File: src/rtl/mem_arbiter.sv
// Byte-serial memory port arbiter: IF word fetches and LSU byte/half/word
// loads and stores share one registered byte bus, LSU has priority.
module mem_arbiter #(
  parameter int ADDR_W    = 32,
  parameter int IO_BIT_HI = 17
) (
  input  logic              clk_in,
  input  logic              rst_in,
  input  logic              rdy_in,
  input  logic              if_req,
  input  logic [ADDR_W-1:0] if_addr,
  input  logic              if_flush,
  output logic              if_done,
  output logic [31:0]       if_data,
  input  logic              ls_req,
  input  logic              ls_we,
  input  logic [1:0]        ls_size,
  input  logic              ls_signed,
  input  logic [ADDR_W-1:0] ls_addr,
  input  logic [31:0]       ls_wdata,
  output logic              ls_done,
  output logic [31:0]       ls_rdata,
  output logic [ADDR_W-1:0] mem_a,
  output logic [7:0]        mem_dout,
  output logic              mem_wr,
  input  logic [7:0]        mem_din
);

  typedef enum logic [1:0] {IDLE, ISSUE, DRAIN} state_t;

  state_t            state;
  logic              own_ls;
  logic [ADDR_W-1:0] base;
  logic [2:0]        n;
  logic              we;
  logic [31:0]       wdata;
  logic              sgn;
  logic [2:0]        cyc;
  logic              paused;
  logic [31:0]       rbuf;

  logic [1:0]        slot;
  logic [31:0]       assembled;
  logic [31:0]       load_val;
  logic              last_issue;
  logic              finish;
  logic              capture;
  logic              io_addr;
  logic              accept;
  logic [ADDR_W-1:0] nx_base;
  logic [2:0]        nx_n;
  logic              nx_we;
  logic [31:0]       nx_wdata;

  function automatic logic [2:0] size_to_n(input logic [1:0] s);
    case (s)
      2'd0:    return 3'd1;
      2'd1:    return 3'd2;
      default: return 3'd4;
    endcase
  endfunction

  function automatic logic [7:0] byte_sel(input logic [31:0] w, input logic [1:0] i);
    return w[{i, 3'b000} +: 8];
  endfunction

  // Byte issued at edge k arrives on mem_din in time for edge k+2.
  assign slot       = 2'(cyc - 3'd2);
  assign capture    = !we && (cyc >= 3'd2);
  assign last_issue = (cyc == n - 3'd1);
  assign finish     = we ? (cyc == n) : (cyc == n + 3'd1);
  assign io_addr    = (mem_a[IO_BIT_HI -: 2] == 2'b11);

  assign accept   = rdy_in && (ls_req || (if_req && !if_flush));
  assign nx_base  = ls_req ? ls_addr : if_addr;
  assign nx_n     = ls_req ? size_to_n(ls_size) : 3'd4;
  assign nx_we    = ls_req && ls_we;
  assign nx_wdata = ls_req ? ls_wdata : 32'd0;

  always_comb begin
    // NOTE: every signal gets a default before the case so no path holds an old value (no latch).
    assembled = rbuf;
    case (slot)
      2'd0:    assembled[7:0]   = mem_din;
      2'd1:    assembled[15:8]  = mem_din;
      2'd2:    assembled[23:16] = mem_din;
      default: assembled[31:24] = mem_din;
    endcase
    case (n)
      3'd1:    load_val = {{24{sgn & assembled[7]}}, assembled[7:0]};
      3'd2:    load_val = {{16{sgn & assembled[15]}}, assembled[15:0]};
      default: load_val = assembled;
    endcase
  end

  always_ff @(posedge clk_in or negedge rst_in) begin
    if (!rst_in) begin
      state    <= IDLE;
      own_ls   <= 1'b0;
      base     <= '0;
      n        <= 3'd0;
      we       <= 1'b0;
      wdata    <= 32'd0;
      sgn      <= 1'b0;
      cyc      <= 3'd0;
      paused   <= 1'b0;
      rbuf     <= 32'd0;
      mem_a    <= '0;
      mem_dout <= 8'd0;
      mem_wr   <= 1'b0;
      if_done  <= 1'b0;
      ls_done  <= 1'b0;
      if_data  <= 32'd0;
      ls_rdata <= 32'd0;
    end else begin
      // NOTE: non-blocking assignments so every register samples pre-edge values.
      if_done <= 1'b0;
      ls_done <= 1'b0;
      if (state != IDLE && !own_ls && if_flush) begin
        state  <= IDLE;
        cyc    <= 3'd0;
        paused <= 1'b0;
        mem_wr <= 1'b0;
      end else if (state == IDLE) begin
        mem_wr <= 1'b0;
        if (accept) begin
          own_ls   <= ls_req;
          base     <= nx_base;
          n        <= nx_n;
          we       <= nx_we;
          wdata    <= nx_wdata;
          sgn      <= ls_signed;
          mem_a    <= nx_base;
          mem_dout <= nx_wdata[7:0];
          mem_wr   <= nx_we;
          cyc      <= 3'd1;
          state    <= (nx_n == 3'd1) ? DRAIN : ISSUE;
        end
      end else if (!rdy_in) begin
        paused <= 1'b1;
        mem_wr <= 1'b0;
      end else if (paused) begin
        // Bus was lent out: replay the whole transaction from byte 0.
        paused   <= 1'b0;
        mem_a    <= base;
        mem_dout <= wdata[7:0];
        mem_wr   <= we;
        cyc      <= 3'd1;
        state    <= (n == 3'd1) ? DRAIN : ISSUE;
      end else begin
        if (capture) rbuf <= assembled;
        if (state == ISSUE) begin
          mem_a    <= base + ADDR_W'(cyc);
          mem_dout <= byte_sel(wdata, cyc[1:0]);
          mem_wr   <= we;
          cyc      <= cyc + 3'd1;
          if (last_issue) state <= DRAIN;
        end else begin
          mem_wr <= 1'b0;
          if (finish) begin
            state <= IDLE;
            cyc   <= 3'd0;
            if (own_ls) begin
              ls_done <= 1'b1;
              if (!we) ls_rdata <= load_val;
            end else begin
              if_done <= 1'b1;
              if_data <= assembled;
            end
            // Park the bus off an IO register so an idle port cannot re-read it.
            if (!we && io_addr) mem_a <= '0;
          end else begin
            cyc <= cyc + 3'd1;
          end
        end
      end
    end
  end

endmodule

File: config.mk
export PLATFORM = sky130hd
export DESIGN_NAME = mem_arbiter
export DESIGN_NICKNAME = d
export VERILOG_FILES = /design/src/rtl/mem_arbiter.sv
export SDC_FILE = /design/constraint.sdc
export NUM_CORES = 1
export LEC_CHECK = 0
export CORE_MARGIN = 5
export CORE_UTILIZATION = 52
export CTS_CLUSTER_SIZE = 40
export DETAILED_ROUTE_END_ITERATION = 10
export PLACE_DENSITY_LB_ADDON = 0.08
export SLEW_MARGIN = 15
export SYNTH_ARGS = -nofsm -noshare
export SYNTH_HDL_FRONTEND = slang
export SYNTH_SLANG_ARGS = --single-unit
File: constraint.sdc
create_clock -name clk_in -period 3.2 [get_ports clk_in]
set_input_delay 0.48 -clock clk_in [delete_from_list [all_inputs] [get_ports clk_in]]
set_output_delay 0.48 -clock clk_in [all_outputs]
set_load 0.05 [all_outputs]
==> results of run 1 <==
## worst paths after layout
check | cells after the start | endpoint | start
worst max-delay path | 7 | ls_rdata[15] | n[0]
worst min-delay path | 2 | if_data[9] | if_data[9]
worst max register to register | 7 | ls_rdata[15] | n[0]
worst min register to register | 2 | if_data[9] | if_data[9]
max in group asynchronous | 3 | if_data[1] | rst_in
min in group asynchronous | 2 | ls_rdata[8] | rst_in
## flip-flops by register name, indices dropped and copies added (netlist names), 3 cells and up
| signal | count |
|---|---|
| base | 32 |
| if_data | 32 |
| ls_rdata | 32 |
| mem_a | 32 |
| rbuf | 32 |
| wdata | 32 |
| mem_dout | 8 |
| cyc | 3 |
| n | 3 |
## area by class of cell
cell class              count  area (µm²)  area share
well taps                 270         338      0.0243
multi-input cells         681        4890       0.352
clock inverters            11        83.8     0.00603
diodes                      1        2.50    0.000180
repair buffers            247        2480       0.178
inverters                  10        37.5     0.00270
flip-flops and latches    215        5380       0.387
clock buffers              33         686      0.0493
## cells by family (layout without fill, tap and decap cells)
kind of cell,Yosys count,in the layout,share of synthesized area
AOI/OAI and AO/OA,261,261,0.160
and+or+nand+nor,254,254,0.112
DFF,215,215,0.508
muxes,134,134,0.156
buffers and inverters,80,301,0.0311
xor gates and xnor gates,20,20,0.0180
adders and majority gates,12,12,0.0149
other,0,1,0
## power by group
part / switching, mW / leakage (nW) / internal [mW]
registers: 0.807 / 2.79 / 3.71
logic: 3.67 / 2.96 / 2.45
clock network: 1.08 / 0.389 / 1.58
total: 5.56 / 6.14 / 7.74
## routing by layer
layer | track usage | up-vias
met5 | 0 | -
met4 | 0.0585 | 0
met3 | 0.0432 | 49
met2 | 0.381 | 252
met1 | 0.308 | 4002
li1 | - | 3968
## cell usage in the layout, fill, tap and decap left out, drive strengths merged, types with 14 or more instances in the layout
cell type,synthesis,routed
o21ai,118,118
nand2,110,110
a31oi,21,21
a21oi,19,19
clkdlybuf4s50,0,218
clkbuf,56,33
mux2,76,76
dfrtp,215,215
mux2i,50,50
o21a,15,15
nor2,55,55
buf,14,28
a22o,38,38
nor3,14,14
nor4,15,15
## timing repair
action / CTS / global route
endpoints found under the hold margin: 43 / 0
setup endpoints to repair: 0 / 0
hold buffers: 1 / 0
## Yosys cell counts (3+ instances only)
cell type / instances
nand3b_1: 4
nor3_1: 14
ha_1: 11
buf_2: 5
a211oi_1: 3
o22ai_1: 3
buf_6: 3
nand3_1: 9
nor2b_1: 4
o21ai_0: 117
mux2i_1: 50
dfrtp_1: 215
mux2_2: 46
buf_1: 6
inv_1: 10
a22o_1: 38
xnor2_1: 10
clkbuf_1: 56
nor4_1: 15
mux2_4: 30
a21oi_1: 18
nand2b_1: 5
o211ai_1: 6
and3_1: 7
a31oi_1: 21
xor2_1: 9
o221ai_1: 6
nand2_1: 110
a21o_1: 7
and4_1: 4
o21a_1: 15
nand4_1: 10
and2_1: 8
nor2_1: 55
mux4_2: 8
o31a_1: 7
## critical path, stage by stage, from the launching register on
cell and delay, ps:
dfrtp_1 440, ha_1 240, xor3_1 390, or4_4 560
a21oi_4 170, nand3b_4 80, buf_4 300, mux2_4 370
## metrics by stage
step	util	cell area, µm²	hold slack (ps)	worst slack, ps
final	0.689	13900	476	502
after floorplan	-	10600	184	315
after CTS	0.688	13900	484	383
after global placement	0.649	13100	463	469
after global routing	0.689	13900	504	405
after detailed placement	0.649	13100	470	397
==> summary.md, run 1 <==
The first detailed-routing pass took 7 iterations. The sort of element at the start of the critical path was a flip-flop. For this block, the initial DRC count from the detailed router was 395. In this run the remaining antenna-violating nets after routing total 0.

The wire-length estimate of the detail-placed layout is 19,100 µm. The tools report the initial antenna violation count as 1. The floorplan step set the die height to 153 µm. Max-cap violations in this run came to 0.

The worst slew margin relative to its limit was 0.545; the net count after synthesis was 1,102. The post-CTS clock slew at the launch and capture registers of the worst setup and hold paths was 60 ps. After synthesis the cells add up to 0.0106 mm².

Data arrival time of the critical path: 3090 ps. The area fraction of the dominant cell type after synthesis was 0.508; the clock sink count was 215. Routed length on met1: 11,600 µm. The critical path in this run is classified as reg2reg. The post-synthesis sequential area ratio is 0.508, and the count of buffers added by post-CTS timing repair for setup is 0. In this run the worst hold path is classified as reg2reg. The synthesized area divided by synthesized cell count came out at 10.8 µm².

The register bit count reported by yosys is 215. Setup violations remaining at the end of the flow were counted as 0. Detailed routing placed a total of 1710 µm of wire on met3. After filler insertion, the fill cell instance count of the layout stands at 1,536.

The mean number of vias per cell is 5.63, and the maximum number of buffers from clock root to sink is 3. The run gives 0.525 as the effective utilization at floorplan. For this run, design rule violations remaining after detail routing come to 0.

Quantity of gates resized following cts: 0. For this design the ratio of total power to cell area is 957 mW/mm². Count of input and output buffers: 220. Timing would allow up to 371 MHz. For the number of global-route vias before repair, the log shows 8,218.

Setup repair after global routing left no endpoint under its margin. In this run the core area contains 52 standard-cell rows. Routed signal wires occupy layers up through met4.

The number of clock buffers added by TritonCTS is 24. The logs give 0.528 mV for the worst vdd rail ir drop and 1,421 for the cell count after placement. The overall track demand over capacity in global routing came out at 0.228. The time the worst path needs with I/O delays and setup is 2700 ps, and the final wirelength is 27,100 µm.

In this run, synthesis inferred 0 flip-flops with an integrated enable. The final cell count without fillers was 1,468; the number of distinct library cells after synthesis was 60. The total area inside the core boundary comes to 0.0202 mm². The share of synthesized flip-flops with an asynchronous set or reset was 1.00; the layout overhead on the synthesized area was 31.3%. The number of hold violations in the final report is 0.

The final weighted congestion in routability-driven placement was 0.857; the largest net degree at the start of global routing was 84. The max-slew violation count was 0; the wire length of the first global-routing pass was 44,000 µm. The run gives 510 ps as the clock insertion delay at the later pin of the skew report. The run gives 13,100 µm as the detailed route wirelength on metal2. TritonCTS built the clock tree. By area the synthesized netlist is led by dfrtp_1 51%, o21ai_0 5.5%, mux2_2 4.9%. The run gives 0 ps as the final setup TNS. The worst setup path is captured at a flip-flop. Detailed routing inserted a total of 8,271 vias. The fraction of final layout cells sized beyond drive strength 1 is 0.131, and the post-layout total power is 13.3 mW.

Data on the critical path is required at its endpoint by 3590 ps. The horizontal die dimension is 153 µm. At the pin with the least slew margin, the transition time is 682 ps. Yosys printed 0 warnings. The level count of the clock H-tree came out at 1. In the synthesized netlist, the number of instances is 976.

The tree is rooted in a clkbuf_16. The die covers 0.0233 mm². Setup slack on the worst reg-to-reg path comes out at 500 ps. The share of the clock period used by the worst path works out to 0.843. The most used flip-flop cell after synthesis is dfrtp_1. The run gives 1,305 as the number of nets in the layout. The cell taking the most area after synthesis was dfrtp_1.

For this run the aggregate overflow at the end of global routing stands at 0. Across the routed clock network, the largest skew measured is 11.9 ps. The run finished with clean final reports.

Summed over all cells, the static leakage comes to 6.14 nW. After detailed routing, the average wire length per cell comes to 18.5 µm. For this design the top-level I/O count stands at 221. The worst-path maximum fanout was 32.
No activity file was read; power rests on OpenSTA's default activity.
==> run 2: changes to the inputs <==
--- a/config.mk
+++ b/config.mk
@@ -6,7 +6,7 @@
 export NUM_CORES = 1
 export LEC_CHECK = 0
 export CORE_MARGIN = 5
-export CORE_UTILIZATION = 52
+export CORE_UTILIZATION = 47
 export CTS_CLUSTER_SIZE = 40
 export DETAILED_ROUTE_END_ITERATION = 10
 export PLACE_DENSITY_LB_ADDON = 0.08
==> constraint.sdc (replaced) <==
create_clock -name clk_in -period 2.2 [get_ports clk_in]
set_input_delay 0.33 -clock clk_in [delete_from_list [all_inputs] [get_ports clk_in]]
set_output_delay 0.33 -clock clk_in [all_outputs]
set_load 0.05 [all_outputs]
==> summary.md, run 2 (synthesis gave the netlist of run 1 again) <==
The run finished, with violations left. The checks that failed: setup timing. The top cell types in the final layout, fill and taps aside, are 218 x clkdlybuf4s50_1, 213 x dfrtp_1, 104 x nand2_1. Across the VDD grid, the largest voltage drop is 0.784 mV. The final setup TNS came out at -6470 ps. The final worst slack was -168 ps. Leaving out fill and tap cells, the most frequent cell in the layout is clkdlybuf4s50_1. Port buffering added 220 buffers.

The power share of the sequential group came out at 0.313. For this block, the initial DRC count from the detailed router was 440. The run gives 2760 ps as the data arrival time of the critical path.

Of all nets on the critical path, the largest fanout is 27. Static timing analysis puts the maximum clock frequency at 422 MHz. The critical path buffer and inverter count was 1.

The analysis attributes to cell leakage a power of 6.76 nW. Effective utilization at floorplan: 0.472. The global-route met2 utilization was 0.374; the post-CTS clock slew at the launch and capture registers of the worst setup and hold paths was 60 ps. The logs give 0.223 for the overall track demand over capacity in global routing and 0.0138 mm² for the post-place instance area.

The tools report the final weighted congestion in routability-driven placement as 0.864. Final cell count without fillers: 1,576. The core occupancy in the finished layout is 0.680, and the number of rows created at floorplan is 55.

The run gives 1 as the level count of the clock H-tree. For the global routing met3 resource utilization, the log shows 0.0439. Registers take 0.00538 mm². The clock passes through at most 3 buffers. The analysis attributes to net switching a power of 8.78 mW.

The logs give 1,512 for the cell count after placement and 0.00527 mm² for the multi-input logic area. In the routed layout, each cell is associated on average with a via count of 5.60. The number of maximum-capacitance violations is 0, and the layout filler cell count is 1,766. For the number of global-route vias before repair, the log shows 8,822. The cell type group with the largest total delay on the critical path is simple AND/OR/NAND/NOR gates.

Pin placement for this block handled 221 I/O pins. STA puts the critical path data required time at 2590 ps. The first global-routing pass estimated 47,200 µm of wire.

Prior to clock tree synthesis, the placed netlist has a worst setup slack of -176 ps. The max-slew violation count was 0; the relative contribution of the clock network to total power was 0.181. The global-route met1 utilization came out at 0.296. The fraction of final layout cells sized beyond drive strength 1 is 0.246, and the clock sink count is 215.

The net switching share of the total power came out at 0.418. The number of hold violations in the final report was 0; the power share of the combinational group was 0.506. The region available for standard cell placement spans 0.0224 mm². For the worst-skew pair, the clock arrives at the later sink with an insertion delay of 510 ps.

The post-layout total power was 21.0 mW; the DRC violations left was 0. Entering global routing, the biggest net connects 57 pins. The root cell of the clock tree is clkbuf_16. Category of the most critical setup path: reg2reg.

The worst setup path is captured at a flip-flop. Dividing the detail-routed wire length by the instance count gives 19.2 µm. The die span in y is 160 µm. On the worst path, the slowest cell contributes a delay of 560 ps. The number of nets in the layout came out at 1,400. Kind of path behind the tightest hold check: in2async.

Clock skew on the completed layout was measured at 10.2 ps. The worst slew margin relative to its limit is 0.612, and the number of routed nets with antenna violations is 0. The worst setup path is launched from a flip-flop.

The worst hold margin was 338 ps. TritonCTS built the clock tree. The initial antenna violation count is 2. The total overflow left after global routing is 0. Setup repair after global routing could not meet its margin everywhere. The detailed-routing iteration count for the pre-antenna-repair pass is 7, and the horizontal die dimension is 160 µm. Areal power density over the cells: 1380 mW/mm². The number of buffers created by CTS was 24. Summed over all nets, the half-perimeter wirelength after detailed placement is 21,100 µm. The share of the clock period used by the worst path was 1.08. The routed design could run at a clock period as short as 2370 ps.

Peak-usage layer in the global routing report: met2. The slew at the pin closest to its max-slew limit is 580 ps. The floorplan step defined a die boundary enclosing 0.0256 mm².

The run gives 63 as the final setup violation count. The run gives 12.2 mW as the cell internal power dissipation. The cell at the slowest stage of the critical path is or4_4. Wires add up to 30,300 µm. The via total after detailed routing came out at 8,827.

Relative to the synthesized area, the layout overhead comes to 44.1%. Walking the worst path, the cells encountered are ha_1, xor3_1, or4_4, a21oi_4, nand3b_4, buf_12, mux2_4. With fillers left out, the area of the finished cells amounts to 0.0153 mm².
## run 2: cell types whose count changed in the layout (fill, tap and decap cells not counted), moves of 7 or more
cell | previous run | this run
buf_4 | 21 | 86
o21ai_0 | 116 | 83
o21ai_1 | 1 | 26
nor2_1 | 54 | 40
buf_6 | 0 | 12
nor2_2 | 0 | 10
buf_12 | 4 | 13
o21ai_2 | 0 | 8
mux2_2 | 46 | 39
mux2_4 | 30 | 37
## run 2: cell type report
| type | count | share of cell area |
|---|---|---|
| flip-flops and latches | 215 | 0.353 |
| well taps | 285 | 0.0234 |
| diodes | 1 | 0.000164 |
| clock inverters | 8 | 0.00262 |
| inverters | 10 | 0.00246 |
| clock buffers | 34 | 0.0465 |
| repair buffers | 342 | 0.226 |
| multi-input cells | 681 | 0.346 |
## run 2: timing repair
item                                    4_1_cts  5_1_grt
endpoints found under the setup margin       88       99
setup buffers                                 1       12
hold buffers                                  1        0
cloned                                        1        6
gates resized for setup                       5      118
endpoints found under the hold margin        50        0
pin swaps                                     0       15
## run 2: worst paths after layout
path                       cells past startpoint     endpoint      start  slack, ps
max                                            7  ls_rdata[8]       n[0]       -170
min                                            2  if_data[11]     rst_in        340
max reg2reg                                    7  ls_rdata[8]       n[0]       -170
min reg2reg                                    2     rbuf[19]   rbuf[19]        480
max in group asynchronous                      3  if_data[17]     rst_in       1180
min in group clk_in                            3          sgn  ls_signed        360
## run 2: layer usage
layer,vias up,part of all wire
li1,4149,-
met1,4370,0.43
met2,249,0.49
met3,57,0.056
met4,2,0.029
met5,-,0.00023
## run 2: power by group through the flow
stage                     combinational [mW]  sequential, mW  clock, mW
after floorplan                         4.24            8.43          0
after global placement                  9.61            6.48          0
after detailed placement                9.76            6.53          0
after CTS                               9.91            6.50       3.86
after global routing                    11.4            6.77       4.03
final                                   10.6            6.57       3.80
==> run 3: changes to the inputs <==
--- a/config.mk
+++ b/config.mk
@@ -14,3 +14,4 @@
 export SYNTH_ARGS = -nofsm -noshare
 export SYNTH_HDL_FRONTEND = slang
 export SYNTH_SLANG_ARGS = --single-unit
+export TNS_END_PERCENT = 50
==> summary.md, run 3 (synthesis gave the netlist of run 1 again) <==
The final weighted congestion in routability-driven placement is 0.864, and the number of global-route vias before repair is 8,824. The tools report the number of design-rule violations left by the first detailed-router iteration as 437. The fraction of final layout cells sized beyond drive strength 1 is 0.228, and the maximum number of buffers from clock root to sink is 3. The root cell of the clock tree was clkbuf_16. Clock tree synthesis found a total of 215 sinks. After layout, the design draws a total of 20.9 mW.

The analysis attributes to cell leakage a power of 6.69 nW. The floorplan has 55 rows. The pre-antenna-repair detailed-routing pass consisted of 6 iterations. By startpoint and endpoint, the worst setup path is classified as reg2reg. The number of nets in the layout is 1,393, and the clock insertion delay at the later pin of the skew report is 510 ps. For the worst setup path, the data arrival time is 2740 ps. The level count of the clock H-tree is 1, and the final worst slack is -153 ps. The share of the clock period used by the worst path works out to 1.07. In this run the remaining antenna-violating nets after routing total 0. The sort of element at the start of the critical path is a flip-flop.

221 I/O pins were placed. The worst setup path is captured at a flip-flop. Using the TritonRoute via totals, the vias-per-cell ratio works out to 5.59. In the final routed layout, each cell accounts on average for 19.0 µm. The tool flagged a number of max-cap violations equal to 0. The worst register-to-register path has a depth of 7. Largest clock skew in the final design: 12.4 ps. After clock tree synthesis, the clock-pin slew on the worst setup and hold paths is 60 ps. Slew at the pin closest to its max-slew limit: 667 ps. Setup repair after global routing could not meet its margin everywhere. The overall track demand over capacity in global routing was 0.223. The horizontal die dimension works out to 160 µm.

The effective utilization at floorplan is 0.472, and the areal power density over the cells is 1380 mW/mm². The wire-length estimate of the detail-placed layout is 21,100 µm. Entering global routing, the biggest net connects 57 pins.

Worst slew margin relative to its limit: 0.555. The flow ran to the end, but the final reports show violations. Of all nets on the critical path, the largest fanout is 27. After detailed routing, the number of remaining DRC violations is 0. Leaving out fill and tap cells, the most frequent cells in the layout are 218 x clkdlybuf4s50_1, 213 x dfrtp_1, 109 x nand2_1. The time the worst path needs with I/O delays and setup was 2350 ps; the via total after detailed routing was 8,765. For the initial antenna violation count, the log shows 2.

For the max-slew violation count, the log shows 0. The worst hold path belongs to the class in2async. The layout overhead on the synthesized area was 42.5%. The checks that failed: setup timing. The wire length of the first global-routing pass is 47,200 µm.

Leaving out fill and tap cells, the most frequent cell in the layout is clkdlybuf4s50_1. The run gives 0 as the number of hold violations in the final report. The floorplan step set the die height to 160 µm. The floorplan step defined a core boundary enclosing 0.0224 mm². The tools report the worst vdd rail ir drop as 0.775 mV. The achievable frequency is 425 MHz. Buffers placed on the I/O ports in this run total 220. Setup violations remaining at the end of the flow were counted as 51. In the final timing run, aggregate negative setup slack is -4900 ps. Layout filler cell count: 1,803.

For the die area, the log shows 0.0256 mm². TritonCTS built the clock tree. Counting the buffers created by CTS gives 24. Across all hold checks on the routed design, the worst slack comes to 341 ps. The run gives 0 as the residual overflow from global routing.

For the required time at the worst-slack endpoint, the log shows 2590 ps. The final wirelength is 29,800 µm.
[run 3: cell count changes in the layout (fill, tap and decap cells not counted), sizes merged]
cell,delta
buf,-5
clkbuf,-2
[run 3: report_power, final]
| group | internal (mW) | switching, mW |
|---|---|---|
| Combinational | 4.53 | 5.97 |
| Sequential | 5.41 | 1.15 |
| Clock | 2.23 | 1.57 |
| Total | 12.2 | 8.69 |
[run 3: worst max-delay path, stage by stage, from the launching register on]
cell and delay, ps:
dfrtp_1 420, ha_1 220, xor3_1 230, or4_4 560, a21oi_4 190, nand3b_4 100, buf_12 190, mux2_4 320
[run 3: final timing paths]
check	start	end	slack, ps
max in group asynchronous	rst_in	ls_rdata[20]	1180
worst min register to register	rbuf[19]	rbuf[19]	480
worst max-delay path	n[0]	ls_rdata[8]	-150
min in group clk_in	ls_signed	sgn	360
worst min-delay path	rst_in	if_data[11]	340
worst max register to register	n[0]	ls_rdata[8]	-150
[run 3: final cells by class]
cell class                 instances  area [µm²]  area share
multi-input combinational        681        5200       0.345
sequential                       215        5380       0.357
antenna                            1        2.50    0.000166
tap                              285         357      0.0236
clock inverter                     8        40.0     0.00266
inverter                          10        37.5     0.00249
timing repair buffer             335        3350       0.222
clock buffer                      34         709      0.0470
[run 3: metal layers]
metal	track usage	vias to the layer above	part of all wire
li1	-	4129	-
met1	0.296	4313	0.42
met2	0.374	265	0.48
met3	0.0439	56	0.064
met4	0.0673	2	0.030
met5	0	-	0.00023
[run 3: timing repair]
action,4_1_cts,5_1_grt
pin swaps,0,12
endpoints found under the hold margin,50,0
buffers inserted,1,6
resized for setup,4,82
hold buffers,1,0
endpoints found under the setup margin,88,99
gates cloned,1,5
[run 3: through the flow]
step	utilization	setup WS (ps)	cells	cell area [µm²]
after global routing	0.672	-228	1569	15100
final	0.672	-153	1569	15100
after floorplan	-	-108	976	10700
after detailed placement	0.615	-176	1512	13800
after CTS	0.652	-139	1557	14600
after global placement	0.615	-138	1512	13800
